## config.mk

```make
export PLATFORM = sky130hd
export DESIGN_NAME = muldiv_unit
export DESIGN_NICKNAME = d
export VERILOG_FILES = /design/src/rtl/riscv_structures.sv /design/src/rtl/muldiv_unit.sv
export SDC_FILE = /design/constraint.sdc
export NUM_CORES = 1
export LEC_CHECK = 0
export ABC_CLOCK_PERIOD_IN_PS = 16300
export CORE_ASPECT_RATIO = 1.75
export CORE_MARGIN = 4
export CORE_UTILIZATION = 29
export DETAILED_ROUTE_END_ITERATION = 16
export GPL_TIMING_DRIVEN = 0
export PLACE_DENSITY = 0.46
export REMOVE_ABC_BUFFERS = 1
export SKIP_LAST_GASP = 1
export SLEW_MARGIN = 10
export SYNTH_ARGS = -nofsm -noshare
export SYNTH_HDL_FRONTEND = slang
export SYNTH_SLANG_ARGS = --single-unit
```

## constraint.sdc

```tcl
create_clock -name clk -period 16.3 [get_ports clk]
set_clock_uncertainty 0.2 [all_clocks]
set_input_delay 1.63 -clock clk [delete_from_list [all_inputs] [get_ports clk]]
set_output_delay 1.63 -clock clk [all_outputs]
set_load 0.1 [all_outputs]
```

## src/rtl/riscv_structures.sv

```systemverilog
// Shared RV32 definitions used by the execute-stage units.
// Holds the M-extension opcode and sequencer encodings plus the divide special-case constants.
package riscv_structures;

  typedef enum logic [2:0] {
    MUL    = 3'b000,
    MULH   = 3'b001,
    MULHSU = 3'b010,
    MULHU  = 3'b011,
    DIV    = 3'b100,
    DIVU   = 3'b101,
    REM    = 3'b110,
    REMU   = 3'b111
  } muldiv_op_e;

  typedef enum logic [1:0] {
    IDLE = 2'd0,
    CALC = 2'd1,
    DONE = 2'd2
  } muldiv_state_e;

  localparam logic [31:0] DIV_BY_ZERO_Q = 32'hFFFF_FFFF;
  localparam logic [31:0] INT_MIN       = 32'h8000_0000;

  // INT_MIN maps onto itself, which is the correct unsigned magnitude.
  function automatic logic [31:0] magnitude(input logic [31:0] value, input logic is_signed);
    return (is_signed && value[31]) ? (32'd0 - value) : value;
  endfunction

endpackage

```

## src/rtl/muldiv_unit.sv

```systemverilog
// Iterative RV32M multiply/divide unit: one radix-2 step per cycle over a shared 64-bit accumulator.
// Sits between the register file read ports and writeback, with valid/ready on both sides.
module muldiv_unit #(
  parameter int XLEN = 32
) (
  input  logic            clk,
  input  logic            rst_n,
  input  logic            in_valid,
  output logic            in_ready,
  input  logic [2:0]      funct3,
  input  logic [XLEN-1:0] rs1_val,
  input  logic [XLEN-1:0] rs2_val,
  input  logic [4:0]      rd_in,
  input  logic            kill,
  output logic            out_valid,
  input  logic            out_ready,
  output logic [XLEN-1:0] result,
  output logic [4:0]      rd_out
);
  import riscv_structures::*;

  muldiv_state_e     state;
  muldiv_op_e        op;
  muldiv_op_e        op_in;
  logic [4:0]        count;
  logic [2*XLEN-1:0] acc;
  logic [XLEN-1:0]   b_mag;
  logic              neg_q;
  logic              neg_r;

  logic              a_sgn;
  logic              b_sgn;
  logic              div_zero;
  logic              div_ovf;
  logic [XLEN-1:0]   special_result;

  logic [XLEN:0]     mul_sum;
  logic [XLEN:0]     rem_shift;
  logic [XLEN:0]     div_diff;
  logic [2*XLEN-1:0] step_acc;
  logic [2*XLEN-1:0] prod_fix;
  logic [XLEN-1:0]   quot_fix;
  logic [XLEN-1:0]   rem_fix;
  logic [XLEN-1:0]   final_result;

  assign in_ready = (state == IDLE);
  assign op_in    = muldiv_op_e'(funct3);

  always_comb begin
    a_sgn = 1'b0;
    b_sgn = 1'b0;
    unique case (op_in)
      MUL, MULH, DIV, REM: begin
        a_sgn = 1'b1;
        b_sgn = 1'b1;
      end
      MULHSU:  a_sgn = 1'b1;
      default: ;
    endcase
  end

  assign div_zero = funct3[2] && (rs2_val == '0);
  assign div_ovf  = ((op_in == DIV) || (op_in == REM)) &&
                    (rs1_val == INT_MIN) && (rs2_val == DIV_BY_ZERO_Q);

  always_comb begin
    special_result = funct3[1] ? '0 : INT_MIN;
    if (div_zero) special_result = funct3[1] ? rs1_val : DIV_BY_ZERO_Q;
  end

  // Multiply: multiplier sits in the low half and shifts out while the product fills from the top.
  // Divide: dividend shifts out of the low half into the partial remainder; quotient bits shift in.
  assign mul_sum   = {1'b0, acc[2*XLEN-1:XLEN]} + (acc[0] ? {1'b0, b_mag} : '0);
  assign rem_shift = acc[2*XLEN-1:XLEN-1];
  assign div_diff  = rem_shift - {1'b0, b_mag};

  always_comb begin
    if (!op[2])
      step_acc = {mul_sum, acc[XLEN-1:1]};
    else if (div_diff[XLEN])
      step_acc = {rem_shift[XLEN-1:0], acc[XLEN-2:0], 1'b0};
    else
      step_acc = {div_diff[XLEN-1:0], acc[XLEN-2:0], 1'b1};
  end

  assign prod_fix = neg_q ? ('0 - step_acc) : step_acc;
  assign quot_fix = neg_q ? ('0 - step_acc[XLEN-1:0]) : step_acc[XLEN-1:0];
  assign rem_fix  = neg_r ? ('0 - step_acc[2*XLEN-1:XLEN]) : step_acc[2*XLEN-1:XLEN];

  always_comb begin
    final_result = rem_fix;
    unique case (op)
      MUL:                 final_result = prod_fix[XLEN-1:0];
      MULH, MULHSU, MULHU: final_result = prod_fix[2*XLEN-1:XLEN];
      DIV, DIVU:           final_result = quot_fix;
      default:             final_result = rem_fix;
    endcase
  end

  // Special cases park in DONE with valid held low for one cycle so they surface one edge after accept.
  always_ff @(posedge clk) begin
    if (!rst_n) begin
      state     <= IDLE;
      op        <= MUL;
      count     <= '0;
      acc       <= '0;
      b_mag     <= '0;
      neg_q     <= 1'b0;
      neg_r     <= 1'b0;
      out_valid <= 1'b0;
      result    <= '0;
      rd_out    <= '0;
    end else if (kill) begin
      state     <= IDLE;
      count     <= '0;
      out_valid <= 1'b0;
    end else begin
      unique case (state)
        IDLE: begin
          if (in_valid) begin
            op     <= op_in;
            rd_out <= rd_in;
            b_mag  <= magnitude(rs2_val, b_sgn);
            neg_q  <= (a_sgn & rs1_val[XLEN-1]) ^ (b_sgn & rs2_val[XLEN-1]);
            neg_r  <= a_sgn & rs1_val[XLEN-1];
            if (div_zero || div_ovf) begin
              state  <= DONE;
              result <= special_result;
            end else begin
              state <= CALC;
              count <= 5'd31;
              acc   <= {{XLEN{1'b0}}, magnitude(rs1_val, a_sgn)};
            end
          end
        end
        CALC: begin
          acc <= step_acc;
          if (count == 5'd0) begin
            state     <= DONE;
            out_valid <= 1'b1;
            result    <= final_result;
          end else begin
            count <= count - 5'd1;
          end
        end
        DONE: begin
          if (!out_valid) begin
            out_valid <= 1'b1;
          end else if (out_ready) begin
            state     <= IDLE;
            out_valid <= 1'b0;
          end
        end
        default: state <= IDLE;
      endcase
    end
  end

endmodule

```

* Word-level counts from Yosys, hierarchy flattened
Cells that the tools add are included.
** Word-level totals
- Register bits :: 146
** Cells by class
- $add $sub $neg :: 8
- Equality and inequality tests :: 20
- Reduce and logical (&&, ||, !) cells :: 25
- Muxes and demuxes :: 35
- Bitwise logic cells :: 5
** Operator list (number)
- $mux W32 :: 11
- $mux W64 :: 5
- $pmux W64 S2 :: 1
- $sub A1 B32 Y32 const A :: 4
- $pmux W32 S3 :: 1
- $eq A32 B32 Y1 const B :: 2
- $pmux W32 S2 :: 1
- $sub A1 B64 Y64 const A :: 1
- $add A32 B32 Y33 :: 1
- $sub A33 B32 Y33 :: 1
- $logic_not A32 Y1 :: 1
- $mux W5 :: 3
- $eq A3 B3 Y1 const B :: 4
- $ne A2 B2 Y1 const B :: 6
- $reduce_and A4 Y1 :: 3
- $mux W2 :: 5
- $pmux W5 S2 :: 1
- $eq A3 B2 Y1 const B :: 3
- $eq A3 B1 Y1 const B :: 2
- $logic_not A3 Y1 :: 2
- $pmux W2 S3 :: 1
- $logic_and A1 B1 Y1 :: 5
- $logic_not A5 Y1 :: 1
- $mux W1 :: 5
- other kinds (18) :: 23

* Logic depth before layout (Yosys ltp)
- Depth after elaboration :: 8
- Depth in mapped cells :: 24
- Mapped depth without buffers :: 24

* Least setup slack after synthesis
OpenSTA, ideal clock, no wires.
- Kind :: reg2reg
- Start point :: register acc[31]
- End point :: register result[18]
- Cell stages (with the launch flop) :: 24
- Clock period less this slack :: 5247 ps
- Arrival :: 4911 ps
- Setup time :: 136 ps
- Buffers on the path :: 0
- Path slack :: 11053 ps
- Required time :: 15964 ps
- Cell sequence :: dfxtp_1 -> inv_1 -> ha_1 -> inv_1 -> fa_1 -> a211oi_1 -> o211ai_1 -> a21oi_2 -> a21oi_2 -> o31ai_1 -> nor2_1 -> a21oi_1 -> ha_1 -> o211ai_1 -> or4_1 -> or2_2 -> nor2_1 -> nand2_1 -> nor2_1 -> and4_1 -> a41oi_1 -> xor2_1 -> a221oi_1 -> o32ai_1
** On the way
- Longest elaborated chain between the ends :: 8
** RTL lines
- start, declared :: line muldiv_unit.sv:26 : logic [2*XLEN-1:0] acc;
- start signal, assigned :: line muldiv_unit.sv:132 : acc <= {{XLEN{1'b0}}, magnitude(rs1_val, a_sgn)};
- start signal, assigned :: line muldiv_unit.sv:137 : acc <= step_acc;
- $sub A33 B32 Y33 :: line muldiv_unit.sv:75 : assign div_diff = rem_shift - {1'b0, b_mag};
- $mux W64 :: line muldiv_unit.sv:80 : else if (div_diff[XLEN])
- $mux W64 * :: line muldiv_unit.sv:78 : if (!op[2])
- $sub A1 B64 Y64, or another cell as far along :: line muldiv_unit.sv:86 : assign prod_fix = neg_q ? ('0 - step_acc) : step_acc;
- $mux W64, or another cell as far along :: line muldiv_unit.sv:86
- $pmux W32 S3 * :: line muldiv_unit.sv:92 : unique case (op)
- $mux W32 * :: line muldiv_unit.sv:138 : if (count == 5'd0) begin
- $pmux W32 S2 * :: line muldiv_unit.sv:118 : unique case (state)
- end signal, assigned :: line muldiv_unit.sv:128 : result <= special_result;
- end signal, assigned :: line muldiv_unit.sv:141 : result <= final_result;
- end, declared :: line muldiv_unit.sv:17 : output logic [XLEN-1:0] result,
Mark *: on every way between the ends. The rest lies on a longest branch, timed or not. The select of a mux whose other input is x is not followed.
A chain may end at the register's enable or synchronous reset.

* Worst setup path in the final report
Ends and elaborated chain as after synthesis.

==> run metrics <==
DRC errors left=0; Boundary Pins=116; antenna cells=0; post-synth cell types=110; GRT Residual Overflow=0; clock root buffer master=sky130_fd_sc_hd__clkbuf_16; wire length per cell=23.6 um; sum of negative setup slack=0 ps; sum of met3 wire segment lengths after detailed routing=roughly 2500 um; post-synthesis instance area=0.0161 sq mm; Hold Path Stages=2; overall via count from detail_route=17419; standard-cell rows=around 110; post-detailed-route via-to-cell ratio=between 5 and 6; Crit. End Element=register; sequential share of the synthesized area=18.1%; cts repair resizes=0; slew margin rel.=4.95%; core region area=roughly 0.055 sq mm; worst min-delay path category=register to register; combinational group share of total power=35.3%; buffer levels on the longest clock path=2; Max Fanout on Critical Path=9; Filler cells=5998; start-to-end type of the worst setup path=register to register; Pint=approximately 740 uW; final hold violation count=0; area of all placed cells without fillers=0.0183 sq mm; Synth Instances=~2300; unrepaired setup endpoints after global routing=no; Die W=around 190 um; worst-skew pair later-pin latency=~470 ps; primary flip-flop cell chosen by synthesis mapping=sky130_fd_sc_hd__dfxtp_1; area grow syn2layout=13.6%; dpl hpwl=56200 um; depth of the worst register-to-register path=23; number of storage elements in the synthesis netlist=146; endpoint of the worst register-to-register path=result[18]; starting density of the core=29.2%; fraction of layout instances using a drive strength above 1=6.05%; Num CTS Buffers=17; synthesized area per cell=7.12 sq um; total setup violations reported at the end of the flow=0; number of antenna violations at the first check in global routing=1; final clock period utilization by the worst path=approximately half; standard cell area after detailed placement=0.0178 sq mm; Hold Buf Count CTS=0; clock power share=32.7%; static leakage=between 6 and 7 nW; yosys warns=0; First DRT Iteration DRCs=1326; first-pass GRT wire length=105000 um; IR Drop Worst-Case VDD=75.9 uV; maximum number of pins on one net before global-route repair=78; quantity of I/O buffers inserted on ports=115; clock tree from TritonCTS=yes; Net Sw Frac=40.4%; met2 wirelength from detailed routing=37600 um; beginning of the worst register-to-register path=acc[31]; startpoint type of the worst setup path=register; number of nets in the layout=2417; CP Data Arrival Time=8340 ps; clock-pin slew on the worst setup and hold paths=70 ps; Slew @ Worst Pin=1410 ps; CTS sink cnt=146; total count of max-transition violations in the final report=0; worst hold slack=~250 ps; Hold Path Origin=rd_out[2]; outcome=complete, no violations; highest clock frequency the design can meet=122 MHz; first drt pass iteration count=6; count of maximum capacitance violations=0; vias in the first global route=17065; die area=0.0596 sq mm; required time worst endpoint=16440 ps; worst-case register-to-register setup slack=8090 ps; power per unit of standard cell area=just under 70 mW/mm^2; Max Used Layer=met4; capture endpoint of the worst hold path=rd_out[2]; RD Place Congestion=0.957; htree depth=4; number of enable flip-flop cells after synthesis=0; routed length on met1=about 26000 um; die height=320 um; Final Core Density=33.2%; clock period minus final worst setup slack=roughly 8200 ps; Total Wirelength=70300 um; Psw=499 uW; Post-CTS Setup Inserts=0; register share of total power=31.9%; antenna-violating nets left=0; Total Routing Usage GR=23.0%; share of flip-flops with an asynchronous set or reset after synthesis=0%
## power by group through the flow
stage / Clock, mW / Combinational (mW) / Sequential, mW
global route: 0.423 / 0.473 / 0.397
floorplan: 0 / 0.258 / 0.414
CTS: 0.414 / 0.435 / 0.394
global placement: 0 / 0.422 / 0.406
detailed placement: 0 / 0.433 / 0.402
finish: 0.404 / 0.436 / 0.394
## registers in the layout, summed over array words and instances (netlist names)
signal / count
acc: 64
b_mag: 32
result: 32
count: 5
rd_out: 5
op: 3
state: 2
neg_q: 1
neg_r: 1
out_valid: 1
## cells in the final DEF (no fill, tap or decap), types with 15 or more instances in the layout
| cell type | Yosys | final |
|---|---|---|
| sky130_fd_sc_hd__nor2_1 | 271 | 267 |
| sky130_fd_sc_hd__a21oi_1 | 190 | 189 |
| sky130_fd_sc_hd__nand2_1 | 185 | 185 |
| sky130_fd_sc_hd__o21ai_0 | 159 | 159 |
| sky130_fd_sc_hd__dfxtp_1 | 146 | 143 |
| sky130_fd_sc_hd__clkdlybuf4s50_1 | 0 | 114 |
| sky130_fd_sc_hd__xor2_1 | 90 | 90 |
| sky130_fd_sc_hd__xnor2_1 | 86 | 86 |
| sky130_fd_sc_hd__inv_1 | 78 | 77 |
| sky130_fd_sc_hd__a211oi_1 | 77 | 77 |
| sky130_fd_sc_hd__ha_1 | 71 | 71 |
| sky130_fd_sc_hd__nor3_1 | 64 | 63 |
| sky130_fd_sc_hd__nand3_1 | 46 | 46 |
| sky130_fd_sc_hd__and2_1 | 45 | 45 |
| sky130_fd_sc_hd__a31oi_1 | 43 | 43 |
| sky130_fd_sc_hd__o31ai_1 | 37 | 37 |
| sky130_fd_sc_hd__mux2i_1 | 36 | 36 |
| sky130_fd_sc_hd__nand4_1 | 31 | 31 |
| sky130_fd_sc_hd__o211ai_1 | 30 | 30 |
| sky130_fd_sc_hd__a22oi_1 | 26 | 26 |
| sky130_fd_sc_hd__a21o_1 | 24 | 24 |
| sky130_fd_sc_hd__nor4_1 | 23 | 23 |
| sky130_fd_sc_hd__or3_1 | 19 | 19 |
| sky130_fd_sc_hd__and3_1 | 17 | 17 |
| sky130_fd_sc_hd__o21a_1 | 17 | 17 |
| sky130_fd_sc_hd__clkbuf_16 | 0 | 17 |
| sky130_fd_sc_hd__o41ai_1 | 16 | 16 |
| sky130_fd_sc_hd__or4_1 | 15 | 15 |
## cell type report
class | count | area [sq um] | share of cell area [%]
Clock buffer | 20 | 447 | 2.44
Clock inverter | 12 | 109 | 0.594
Inverter | 80 | 307 | 1.67
Multi-Input combinational cell | 1891 | 12200 | 66.8
Sequential cell | 146 | 2930 | 16.0
Tap cell | 696 | 871 | 4.76
Timing Repair Buffer | 131 | 1410 | 7.72
## stage by stage
stage,std cells,total power [mW],setup slack [ps]
floorplan,2117,0.672,8040
global placement,2928,0.828,1870
detailed placement,2944,0.835,8090
CTS,2976,1.24,8040
global route,2976,1.29,7840
finish,2976,1.23,8090
## metal layers
layer  vias to the layer above  track usage, %
li1                       8411               -
met1                      8317            24.8
met3                       151            1.96
met4                         0            12.4
met2                       540            43.3
met5                         -               0
## worst max-delay path, stage by stage (launching register included)
cell and delay (ps):
sky130_fd_sc_hd__dfxtp_1 390, sky130_fd_sc_hd__inv_1 330, sky130_fd_sc_hd__ha_1 280, sky130_fd_sc_hd__inv_1 70
sky130_fd_sc_hd__fa_1 420, sky130_fd_sc_hd__a211oi_1 360, sky130_fd_sc_hd__o211ai_1 270, sky130_fd_sc_hd__a21oi_2 370
sky130_fd_sc_hd__a21oi_2 280, sky130_fd_sc_hd__o31ai_1 1040, sky130_fd_sc_hd__nor2_1 230, sky130_fd_sc_hd__a21oi_1 370
sky130_fd_sc_hd__ha_1 270, sky130_fd_sc_hd__o211ai_1 170, sky130_fd_sc_hd__or4_1 720, sky130_fd_sc_hd__or2_2 400
sky130_fd_sc_hd__nor2_1 270, sky130_fd_sc_hd__nand2_1 250, sky130_fd_sc_hd__nor2_1 180, sky130_fd_sc_hd__and4_1 330
sky130_fd_sc_hd__a41oi_1 170, sky130_fd_sc_hd__xor2_1 210, sky130_fd_sc_hd__a221oi_1 320, sky130_fd_sc_hd__o32ai_1 140
## worst max path at each step
stage / from / slack, ps / end
finish: acc[31] / 8090 / result[18]
global route: acc[31] / 7840 / result[18]
CTS: acc[31] / 8040 / result[18]
detailed placement: acc[31] / 8090 / result[18]
global placement: rs2_val[13] / 1870 / result[25]
floorplan: rs2_val[13] / 8040 / result[25]
## synth_stat cells, drive strengths merged (9+ instances only)
library cell / n / area (sq um)
nand3: 47 / 240
o21a: 17 / 128
dfxtp: 146 / 2920
nor2: 273 / 1030
xor2: 90 / 788
o31ai: 39 / 303
nor4: 28 / 224
a221oi: 14 / 135
clkbuf: 111 / 541
o41ai: 17 / 156
or3: 19 / 119
o211ai: 31 / 238
a22oi: 26 / 195
o211a: 9 / 90.1
mux2: 13 / 150
xnor2: 86 / 753
inv: 78 / 293
nand4: 32 / 206
a211oi: 77 / 578
o21ai: 172 / 872
or2: 14 / 87.6
nand2b: 14 / 87.6
mux2i: 36 / 360
ha: 71 / 888
a31oi: 44 / 282
a311oi: 12 / 105
nor2b: 14 / 87.6
nor3: 65 / 330
o22ai: 14 / 87.6
a21oi: 195 / 1000
or4: 15 / 113
and3: 18 / 114
a21o: 26 / 198
nor3b: 12 / 90.1
buf: 37 / 189
and2: 47 / 295
nand2: 185 / 694
## cells by family (layout without fill, tap and decap cells)
group,count (synthesis),in the layout,synth area share (%)
AO/OA/AOI/OAI,781,781,32.2
XOR/XNOR,176,176,9.56
adder cells (fa/ha/maj),73,73,5.76
buffers and inverters,228,243,6.39
flip-flops,146,146,18.1
multiplexers,49,49,3.17
AND/OR/NAND/NOR,812,812,24.8
Power figures use the tool's default switching activity.
